===== src/rtl/sensor_reg_pkg.sv =====
// sensor_reg_pkg: register offsets, STATUS field positions and channel status type
package sensor_reg_pkg;
    localparam logic [31:0] CTRL_OFS   = 32'h00;
    localparam logic [31:0] STATUS_OFS = 32'h04;
    localparam logic [31:0] DATA_OFS   = 32'h08;
    localparam int FRESH_LSB = 0;
    localparam int OVF_LSB   = 8;
    localparam int STALE_LSB = 16;
    typedef struct packed {
        logic fresh;
        logic overflow;
        logic stale;
    } chan_status_t;
endpackage


===== src/rtl/sensor_channel.sv =====
// sensor_channel: one channel's capture register, fresh/overflow flags and stale counter
module sensor_channel
    import sensor_reg_pkg::*;
#(
    parameter int DATA_W      = 32,
    parameter int STALE_LIMIT = 1000
) (
    input  logic              PCLK,
    input  logic              PRESET,
    input  logic              enable,
    input  logic              valid,
    input  logic [DATA_W-1:0] data,
    input  logic              rd_clr,
    input  logic              ovf_clr,
    output logic              ready,
    output logic [DATA_W-1:0] sample,
    output chan_status_t      status
);
    localparam int CW = $clog2(STALE_LIMIT + 1);
    localparam logic [CW-1:0] LIMIT = CW'(STALE_LIMIT);
    logic [CW-1:0] cnt;
    logic cap;
    assign ready = enable;
    assign cap   = valid & enable;
    // a capture beats both read-clear of fresh and W1C of overflow
    always_ff @(posedge PCLK) begin
        if (PRESET) begin
            sample <= '0;
            status <= '0;
            cnt    <= '0;
        end else begin
            if (cap) sample <= data;
            status.fresh    <= cap | (status.fresh & ~rd_clr);
            status.overflow <= (cap & status.fresh & ~rd_clr) | (status.overflow & ~ovf_clr);
            cnt             <= (cap | ~enable) ? '0 : (cnt == LIMIT ? cnt : cnt + 1'b1);
            status.stale    <= ~cap & enable & (status.stale | (cnt == LIMIT - 1'b1));
        end
    end
endmodule


===== src/rtl/sensor_reg_bank.sv =====
// sensor_reg_bank: sensor capture bank with APB-decoded RegisterData; irq under SENSOR_IRQ_EN
module sensor_reg_bank
    import sensor_reg_pkg::*;
#(
    parameter int          NUM_SENSORS = 4,
    parameter int          DATA_W      = 32,
    parameter logic [31:0] BASE_ADDR   = 32'h0000_0100,
    parameter int          STALE_LIMIT = 1000
) (
    input  logic                          PCLK,
    input  logic                          PRESET,
    input  logic [NUM_SENSORS-1:0]        sens_valid,
    input  logic [NUM_SENSORS*DATA_W-1:0] sens_data,
    output logic [NUM_SENSORS-1:0]        sens_ready,
    input  logic [31:0]                   PADDR,
    input  logic                          PSEL,
    input  logic                          PENABLE,
    input  logic                          PWRITE,
    input  logic [31:0]                   PWDATA,
    output logic [31:0]                   RegisterData,
    output logic                          addr_err,
    output logic                          irq
);
    localparam logic [31:0] MAP_END = 32'(8 + 4 * NUM_SENSORS);
    logic [NUM_SENSORS-1:0] en, irq_mask, fresh_n, ovf_n, stale_n, rd_clr, ovf_clr;
    logic [DATA_W-1:0] samples [NUM_SENSORS];
    chan_status_t st [NUM_SENSORS];
    logic [31:0] offs, rdata;
    logic [2:0] ch;
    logic mapped, data_sel, wr, rd, unused_ok;
    assign offs      = PADDR - BASE_ADDR;
    assign mapped    = PADDR[1:0] == 2'b00 && offs < MAP_END;
    assign data_sel  = offs >= DATA_OFS;
    assign ch        = 3'((offs - DATA_OFS) >> 2);
    assign wr        = PSEL & PENABLE & PWRITE & mapped;
    assign rd        = PSEL & PENABLE & ~PWRITE & mapped;
    assign ovf_clr   = (wr && offs == STATUS_OFS) ? PWDATA[OVF_LSB +: NUM_SENSORS] : '0;
    assign unused_ok = ^PWDATA;
    always_comb begin
        rd_clr = '0;
        for (int i = 0; i < NUM_SENSORS; i++) rd_clr[i] = rd & data_sel & (ch == 3'(i));
    end
    for (genvar i = 0; i < NUM_SENSORS; i++) begin : g_ch
        sensor_channel #(.DATA_W(DATA_W), .STALE_LIMIT(STALE_LIMIT)) u_ch (
            .PCLK(PCLK), .PRESET(PRESET), .enable(en[i]), .valid(sens_valid[i]),
            .data(sens_data[i*DATA_W +: DATA_W]), .rd_clr(rd_clr[i]), .ovf_clr(ovf_clr[i]),
            .ready(sens_ready[i]), .sample(samples[i]), .status(st[i])
        );
        assign fresh_n[i] = st[i].fresh;
        assign ovf_n[i]   = st[i].overflow;
        assign stale_n[i] = st[i].stale;
    end
    always_comb begin
        rdata = '0;
        if (offs == CTRL_OFS) begin
            rdata[15:0] = {8'(irq_mask), 8'(en)};
        end else if (offs == STATUS_OFS) begin
            rdata[FRESH_LSB +: 8] = 8'(fresh_n);
            rdata[OVF_LSB +: 8]   = 8'(ovf_n);
            rdata[STALE_LSB +: 8] = 8'(stale_n);
        end else begin
            for (int i = 0; i < NUM_SENSORS; i++) if (ch == 3'(i)) rdata = 32'(samples[i]);
        end
    end
    always_ff @(posedge PCLK) begin
        if (PRESET) begin
            en           <= '0;
            RegisterData <= '0;
            addr_err     <= 1'b0;
        end else begin
            if (wr && offs == CTRL_OFS) en <= PWDATA[NUM_SENSORS-1:0];
            RegisterData <= mapped ? rdata : '0;
            addr_err     <= PSEL & ~mapped;
        end
    end
`ifdef SENSOR_IRQ_EN
    always_ff @(posedge PCLK) begin
        if (PRESET) begin
            irq_mask <= '0;
            irq      <= 1'b0;
        end else begin
            if (wr && offs == CTRL_OFS) irq_mask <= PWDATA[8 +: NUM_SENSORS];
            irq <= |(fresh_n & irq_mask);
        end
    end
`else
    assign irq_mask = '0;
    assign irq      = 1'b0;
`endif
endmodule


===== config.mk =====
export PLATFORM = sky130hd
export DESIGN_NAME = sensor_reg_bank
export DESIGN_NICKNAME = d
export VERILOG_FILES = /design/src/rtl/sensor_reg_pkg.sv /design/src/rtl/sensor_channel.sv /design/src/rtl/sensor_reg_bank.sv
export SDC_FILE = /design/constraint.sdc
export NUM_CORES = 1
export LEC_CHECK = 0
export ABC_AREA = 0
export CAP_MARGIN = 10
export CORE_MARGIN = 2
export CORE_UTILIZATION = 50
export CTS_BUF_LIST = sky130_fd_sc_hd__clkbuf_8
export CTS_CLUSTER_DIAMETER = 80
export DETAILED_ROUTE_END_ITERATION = 10
export GPL_ROUTABILITY_DRIVEN = 0
export PLACE_DENSITY = 0.81
export SLEW_MARGIN = 10
export SYNTH_ARGS = -nofsm -noshare
export SYNTH_HDL_FRONTEND = slang
export SYNTH_SLANG_ARGS = --single-unit

===== constraint.sdc =====
create_clock -name PCLK -period 8.7 [get_ports PCLK]
set_clock_uncertainty 0.1 [all_clocks]
set_input_delay 1.74 -clock PCLK [delete_from_list [all_inputs] [get_ports PCLK]]
set_output_delay 1.74 -clock PCLK [all_outputs]
set_load 0.01 [all_outputs]

-- After elaboration in Yosys (flattened, before gate mapping)
Index checks and enable logic that the tools add are counted.
- add/subtract/negate cells: 6
- order comparisons: 2
- equal/unequal tests: 12
- multiplexer cells: 7
- bitwise gates (word level): 73
- reduce and logical (&&, ||, !) cells: 13
- operator list (kind ; count):
    32-bit two-way mux ; 4
    10-bit equality test (second input constant) ; 8
    10-bit by 1-bit adder with 10-bit output (second input constant) ; 4
    1-bit bitwise AND ; 39
    32-bit by 3-bit equality test with 1-bit output (second input constant) ; 1
    32-bit by 4-bit >= comparator with 1-bit output (second input constant) ; 1
    32-bit zero test ; 1
    32-bit by 5-bit less-than comparator with 1-bit output (second input constant) ; 1
    32-bit by 9-bit subtractor with 32-bit output (second input constant) ; 1
    20-bit two-way mux ; 1
    1-bit inverter ; 18
    1-bit OR ; 16
    2-bit OR reduction ; 5
    4-bit two-way mux ; 2
    3-bit by 2-bit equality test with 1-bit output (second input constant) ; 2
    5-bit by 4-bit subtractor with 5-bit output (second input constant) ; 1
    4-bit OR reduction ; 1
    3-bit by 1-bit equality test with 1-bit output (second input constant) ; 1
    1-bit logical AND ; 3
    3-bit zero test ; 1
    3-bit OR reduction ; 1
    2-bit zero test ; 1
- flip-flop bits (word level): 217
- input bits: 201
- output and inout port bits: 38

-- Logic depth before layout (Yosys ltp)
- depth in word-level cells: 9
- mapped depth: 11

-- Cells and area by module
From an unflattened synthesis, not the netlist that was laid out.
- cell total of the unflattened synthesis: 1147
- area, all modules: 9646.8 um2
- modules (own cells, without submodules) (module ; times used ; cells each ; area an instance (um2) ; seq. area each (um2)):
    sensor_channel ; 4 ; 215 ; 1773.0 ; 900.9
    sensor_reg_bank ; 1 ; 287 ; 2555.0 ; 740.7

-- Least setup slack after synthesis
OpenSTA, ideal clock, no wires.
- path kind: input-to-reg
- start point: input port PADDR[8]
- end point: register RegisterData[0]
- library setup time: 79 ps
- data arrival time: 4085 ps
- data required time: 8521 ps
- path slack: 4436 ps
- cell stages on the path: 10
- cell sequence: inv_1 -> ha_1 -> nor3b_1 -> or4_1 -> a311oi_2 -> and3_4 -> nand4_4 -> or4b_4 -> buf_6 -> o221ai_2
- longest elaborated chain between the ends: 5
- elaborated cells between the ends (all ways): 9
- ends and longest elaborated chain (item ; line ; text):
    from (decl) ; sensor_reg_bank.sv:15 ; input logic [31:0] PADDR,
    32-bit by 9-bit subtractor with 32-bit output * ; sensor_reg_bank.sv:31 ; assign offs = PADDR - BASE_ADDR;
    32-bit by 5-bit less-than comparator with 1-bit output ; sensor_reg_bank.sv:32 ; assign mapped = PADDR[1:0] == 2'b00 && offs < MAP_END;
    1-bit logical AND ; sensor_reg_bank.sv:32 ;
    1-bit inverter (no source line) ; n/a ;
    2-bit OR reduction (no source line) ; n/a ;
    to (signal assigned) ; sensor_reg_bank.sv:72 ; RegisterData <= mapped ? rdata : '0;
    to (decl) ; sensor_reg_bank.sv:20 ; output logic [31:0] RegisterData,
Every way passes the cells marked *; elsewhere a longest branch is shown, timed or not.
A chain may end at the register's enable or synchronous reset.

-- Worst setup path in the final report
- start point: input port PADDR[8]
- end point: register RegisterData[6]
- longest elaborated chain between the ends: 5
- elaborated cells between the ends (all ways): 7
- ends and longest elaborated chain (item ; line):
    32-bit by 9-bit subtractor with 32-bit output * ; sensor_reg_bank.sv:31
    32-bit by 5-bit less-than comparator with 1-bit output ; sensor_reg_bank.sv:32
    1-bit logical AND ; sensor_reg_bank.sv:32
    1-bit inverter (no source line) ; n/a
    4-bit OR reduction (no source line) * ; n/a
Marked as above.

==> impl_metrics.py <==
metrics = {
    "status": {
        "outcome": "complete, no violations",
    },
    "yosys": {
        "yosysSeqAreaShare_pct": 46.6,
        "synthArstFlopShare_pct": 0,
        "ys_warn_count": 0,
        "synth_compound_area_share_pct": 14.3,
        "synth_edf_count": 0,
        "synth_fp_nets": 1360,
        "synthFlopType": "dfxtp_1",
        "muxShareOfSynthArea_pct": 4.97,
        "syn_area_per_cell_sq_um": 8.11,
        "synth.cell_area_sq_mm": 0.00932,
        "synth_xor_area_share_pct": 3.48,
        "synth_cell_types": 56,
        "ys_seq_elements": 217,
        "synthAdderAreaFrac_pct": 1.48,
        "synth_cells": 1148,
        "synth_top_family_by_area": "simple AND/OR/NAND/NOR gates",
        "synth-simple-area-share_pct": 24.9,
    },
    "hold_path": {
        "worstHoldStart": "g_ch[2].u_ch.sample[1]$_SDFFE_PP0P_",
        "whs_path_depth": 2,
        "hold_class": "flip-flop to flip-flop",
        "min_to": "g_ch[2].u_ch.sample[1]$_SDFFE_PP0P_",
    },
    "floorplanning": {
        "dieArea_sq_mm": 0.0197,
        "fp.dieH_microns": 140,
        "io_pins": 239,
        "die_w_microns": 140,
        "core_area_sq_mm": 0.0181,
        "num_rows": 49,
        "start_util_pct": 51.3,
    },
    "cts": {
        "cts.sinks": 217,
        "postCtsSetupBuffers": 0,
        "clkLatencyLatePin_ns": 0.54,
        "cts_tree": "yes",
        "cts_buffer_depth": 3,
        "cts_max_level": 2,
        "clockRootBuffer": "clkbuf_8",
        "cts_resized": 0,
        "cts-buffers-inserted": 36,
        "cts_hold_buf": 0,
        "clk_pin_slew_ns": 0.05,
    },
    "power": {
        "p_leak_nw": 4.07,
        "p_int_mw": 1.52,
        "pwr-share-comb_pct": 7.2,
        "powerDensity_mw_per_mm2": 162,
        "switching_share_pct": 23.0,
        "clkPwrFrac_pct": 42.4,
        "p_sw_mw": 0.453,
        "peakVddDrop_uv": 108,
        "seqPwrFrac_pct": 50.4,
    },
    "global_routing": {
        "antenna_found_initial": 1,
        "grt_max_degree": 98,
        "groute.usage.overall_pct": 27.5,
        "grt_pass1_wl_microns": 43300,
        "grt_pass1_vias": 8530,
        "grt_remaining_overflow": 0,
    },
    "drt": {
        "met2_wirelength_microns": 13000,
        "first_pass_iters": 5,
        "vias": 8752,
        "wire_per_inst_microns": 17.4,
        "routed.top_layer": "met4",
        "drt_wl_total_microns": 27600,
        "wl_met1_microns": 11100,
        "met3_length_microns": 2380,
        "drt_iter0_drc": 728,
        "drc": 0,
        "avgViaCountPerCell": 5.51,
        "ant_nets": 0,
    },
    "layout": {
        "multiInputGateArea_sq_mm": 0.00459,
        "finalNonFillerCells": 1587,
        "num-fill-cells": 1540,
        "regArea_sq_mm": 0.00434,
        "drive_gt1_share_pct": 8.25,
        "area_delta_synth_final_pct": 30.8,
        "nets": 1548,
    },
    "sta": {
        "tns_ns": 0,
        "fmax_mhz": 202,
        "hold_violations": 0,
        "timing.hold.ws_ns": 0.353,
        "rsz0062_at_grt": "false",
        "slew_viol_final": 0,
        "setup_viol": 0,
        "period_minus_slack_ns": 4.95,
        "post-route-period-util_pct": 56.8,
        "worst_slew_pin_slew_ns": 1.03,
        "fin_ws_ns": 3.75,
        "relSlewSlack_pct": 29.6,
    },
    "worst_setup_path": {
        "critical_path_class": "input pin to flip-flop",
        "cp_max_fo": 15,
        "slowest_stage": "nand3b_1",
        "worstPathRequired_ns": 9.03,
        "max_stage_delay_ns": 0.56,
        "cp_top_family": "simple AND/OR/NAND/NOR gates",
        "path_cells": "clkdlybuf4s50_1, inv_1, ha_1, nor3b_1, o2111ai_1, a311oi_2, and3_4, and4_1, nand3b_1, nor2_1",
        "critPathCaptureType": "flip-flop",
        "r2r-end": "g_ch[2].u_ch.cnt[1]$_SDFFE_PP0P_",
        "start_kind": "input pin",
        "startpoint": "PADDR[8]",
        "worstReg2RegStart": "g_ch[2].u_ch.cnt[5]$_SDFFE_PP0P_",
        "r2r_cells": 5,
        "worstPathArrival_ns": 5.28,
        "critPathBufInv": 2,
        "reg2reg_slack_ns": 6.70,
    },
    "place": {
        "post-place-ws_ns": 3.31,
        "hpwlAfterDp_microns": 18800,
        "io_buffer_count": 213,
        "dp.cells": 1527,
    },
    "run": {
        "drv_cap": 0,
    },
}
-- final cells by class --
cell class,count,share of cell area [%]
well taps,229,2.35
clock inverters,16,0.575
inverters,19,0.586
clock buffers,43,4.86
diodes,1,0.0205
repair buffers,227,18.3
flip-flops and latches,217,35.7
multi-input cells,835,37.7
-- cell families after synthesis --
group	after synthesis
fa+ha+maj	11
mux	35
compound gates	221
simple gates	530
xor+xnor	37
flops	217
buf+inv	96
other cells	1
-- stage by stage --
stage	power, mW	utilization, %	area (sq um)
finish	1.97	67.1	12200
global placement	1.16	63.5	11500
CTS	1.99	67.1	12200
detailed placement	1.16	63.5	11500
global route	2.04	67.1	12200
floorplan	1.06	-	9320
-- state kept, by name (all words and copies together), names as in the netlist --
register          flops
addr_err              1
g_ch.u_ch.status     12
en                    4
RegisterData         32
g_ch.u_ch.sample    128
g_ch.u_ch.cnt        40
-- worst max-delay path by stage --
stage | endpoint | slack, ns | cells after the start
2_1_floorplan | RegisterData[0]$_SDFF_PP0_ | 4.44 | 10
3_3_place_gp | RegisterData[28]$_SDFF_PP0_ | 3.45 | 10
3_5_place_dp | RegisterData[6]$_SDFF_PP0_ | 3.31 | 10
4_1_cts | RegisterData[6]$_SDFF_PP0_ | 3.83 | 10
5_1_grt | RegisterData[6]$_SDFF_PP0_ | 3.46 | 10
6_report | RegisterData[6]$_SDFF_PP0_ | 3.75 | 10
-- per-layer routing --
layer | global-route usage, % | vias to the layer above
met5 | 0 | -
met1 | 33.5 | 4045
met4 | 13.1 | 0
met3 | 6.63 | 65
li1 | - | 4255
met2 | 46.0 | 387
-- Yosys cell counts (all sizes together) (2+ instances only) --
library cell | count | area [sq um]
or3b | 5 | 43.8
nor3 | 22 | 110
inv | 19 | 71.3
and2 | 6 | 37.5
nand3 | 20 | 100
dfxtp | 217 | 4340
o22ai | 2 | 12.5
a21oi | 152 | 761
buf | 13 | 75.1
a211oi | 16 | 145
mux4 | 7 | 158
o311ai | 2 | 17.5
nand4b | 2 | 17.5
ha | 11 | 138
and3 | 3 | 23.8
o21ai | 6 | 30.0
o221ai | 4 | 60.1
clkbuf | 64 | 240
or4 | 5 | 37.5
mux2 | 20 | 225
mux2i | 8 | 80.1
nor2 | 121 | 454
nor2b | 5 | 31.3
a22oi | 20 | 150
nand4 | 17 | 121
nor3b | 2 | 15.0
xnor2 | 14 | 123
and4 | 2 | 17.5
nor4 | 6 | 67.6
o31ai | 4 | 30.0
or3 | 10 | 62.6
nand3b | 5 | 37.5
o211ai | 6 | 45.0
nand2 | 296 | 1110
xor2 | 23 | 201
-- power by group through the flow --
stage | Combinational [mW] | Clock [mW] | Sequential (mW)
floorplan | 0.0403 | 0 | 1.02
global placement | 0.140 | 0 | 1.02
detailed placement | 0.140 | 0 | 1.02
CTS | 0.141 | 0.850 | 0.994
global route | 0.151 | 0.893 | 0.994
finish | 0.142 | 0.837 | 0.994
-- layout by cell type (no fill, tap or decap), types with 16 or more instances in the layout --
cell type        instances
a21oi_1                152
a22oi_1                 20
clkbuf_8                43
clkdlybuf4s50_1        210
dfxtp_1                217
inv_1                   31
mux2_2                  20
nand2_1                296
nand3_1                 20
nand4_1                 16
nor2_1                 121
nor3_1                  22
xor2_1                  23
-- worst min-delay path, cell delays in order, from the launching register on --
cell and delay, ns:
dfxtp_1 0.30, nand2_1 0.05, a21oi_1 0.05
Power figures use the tool's default switching activity.
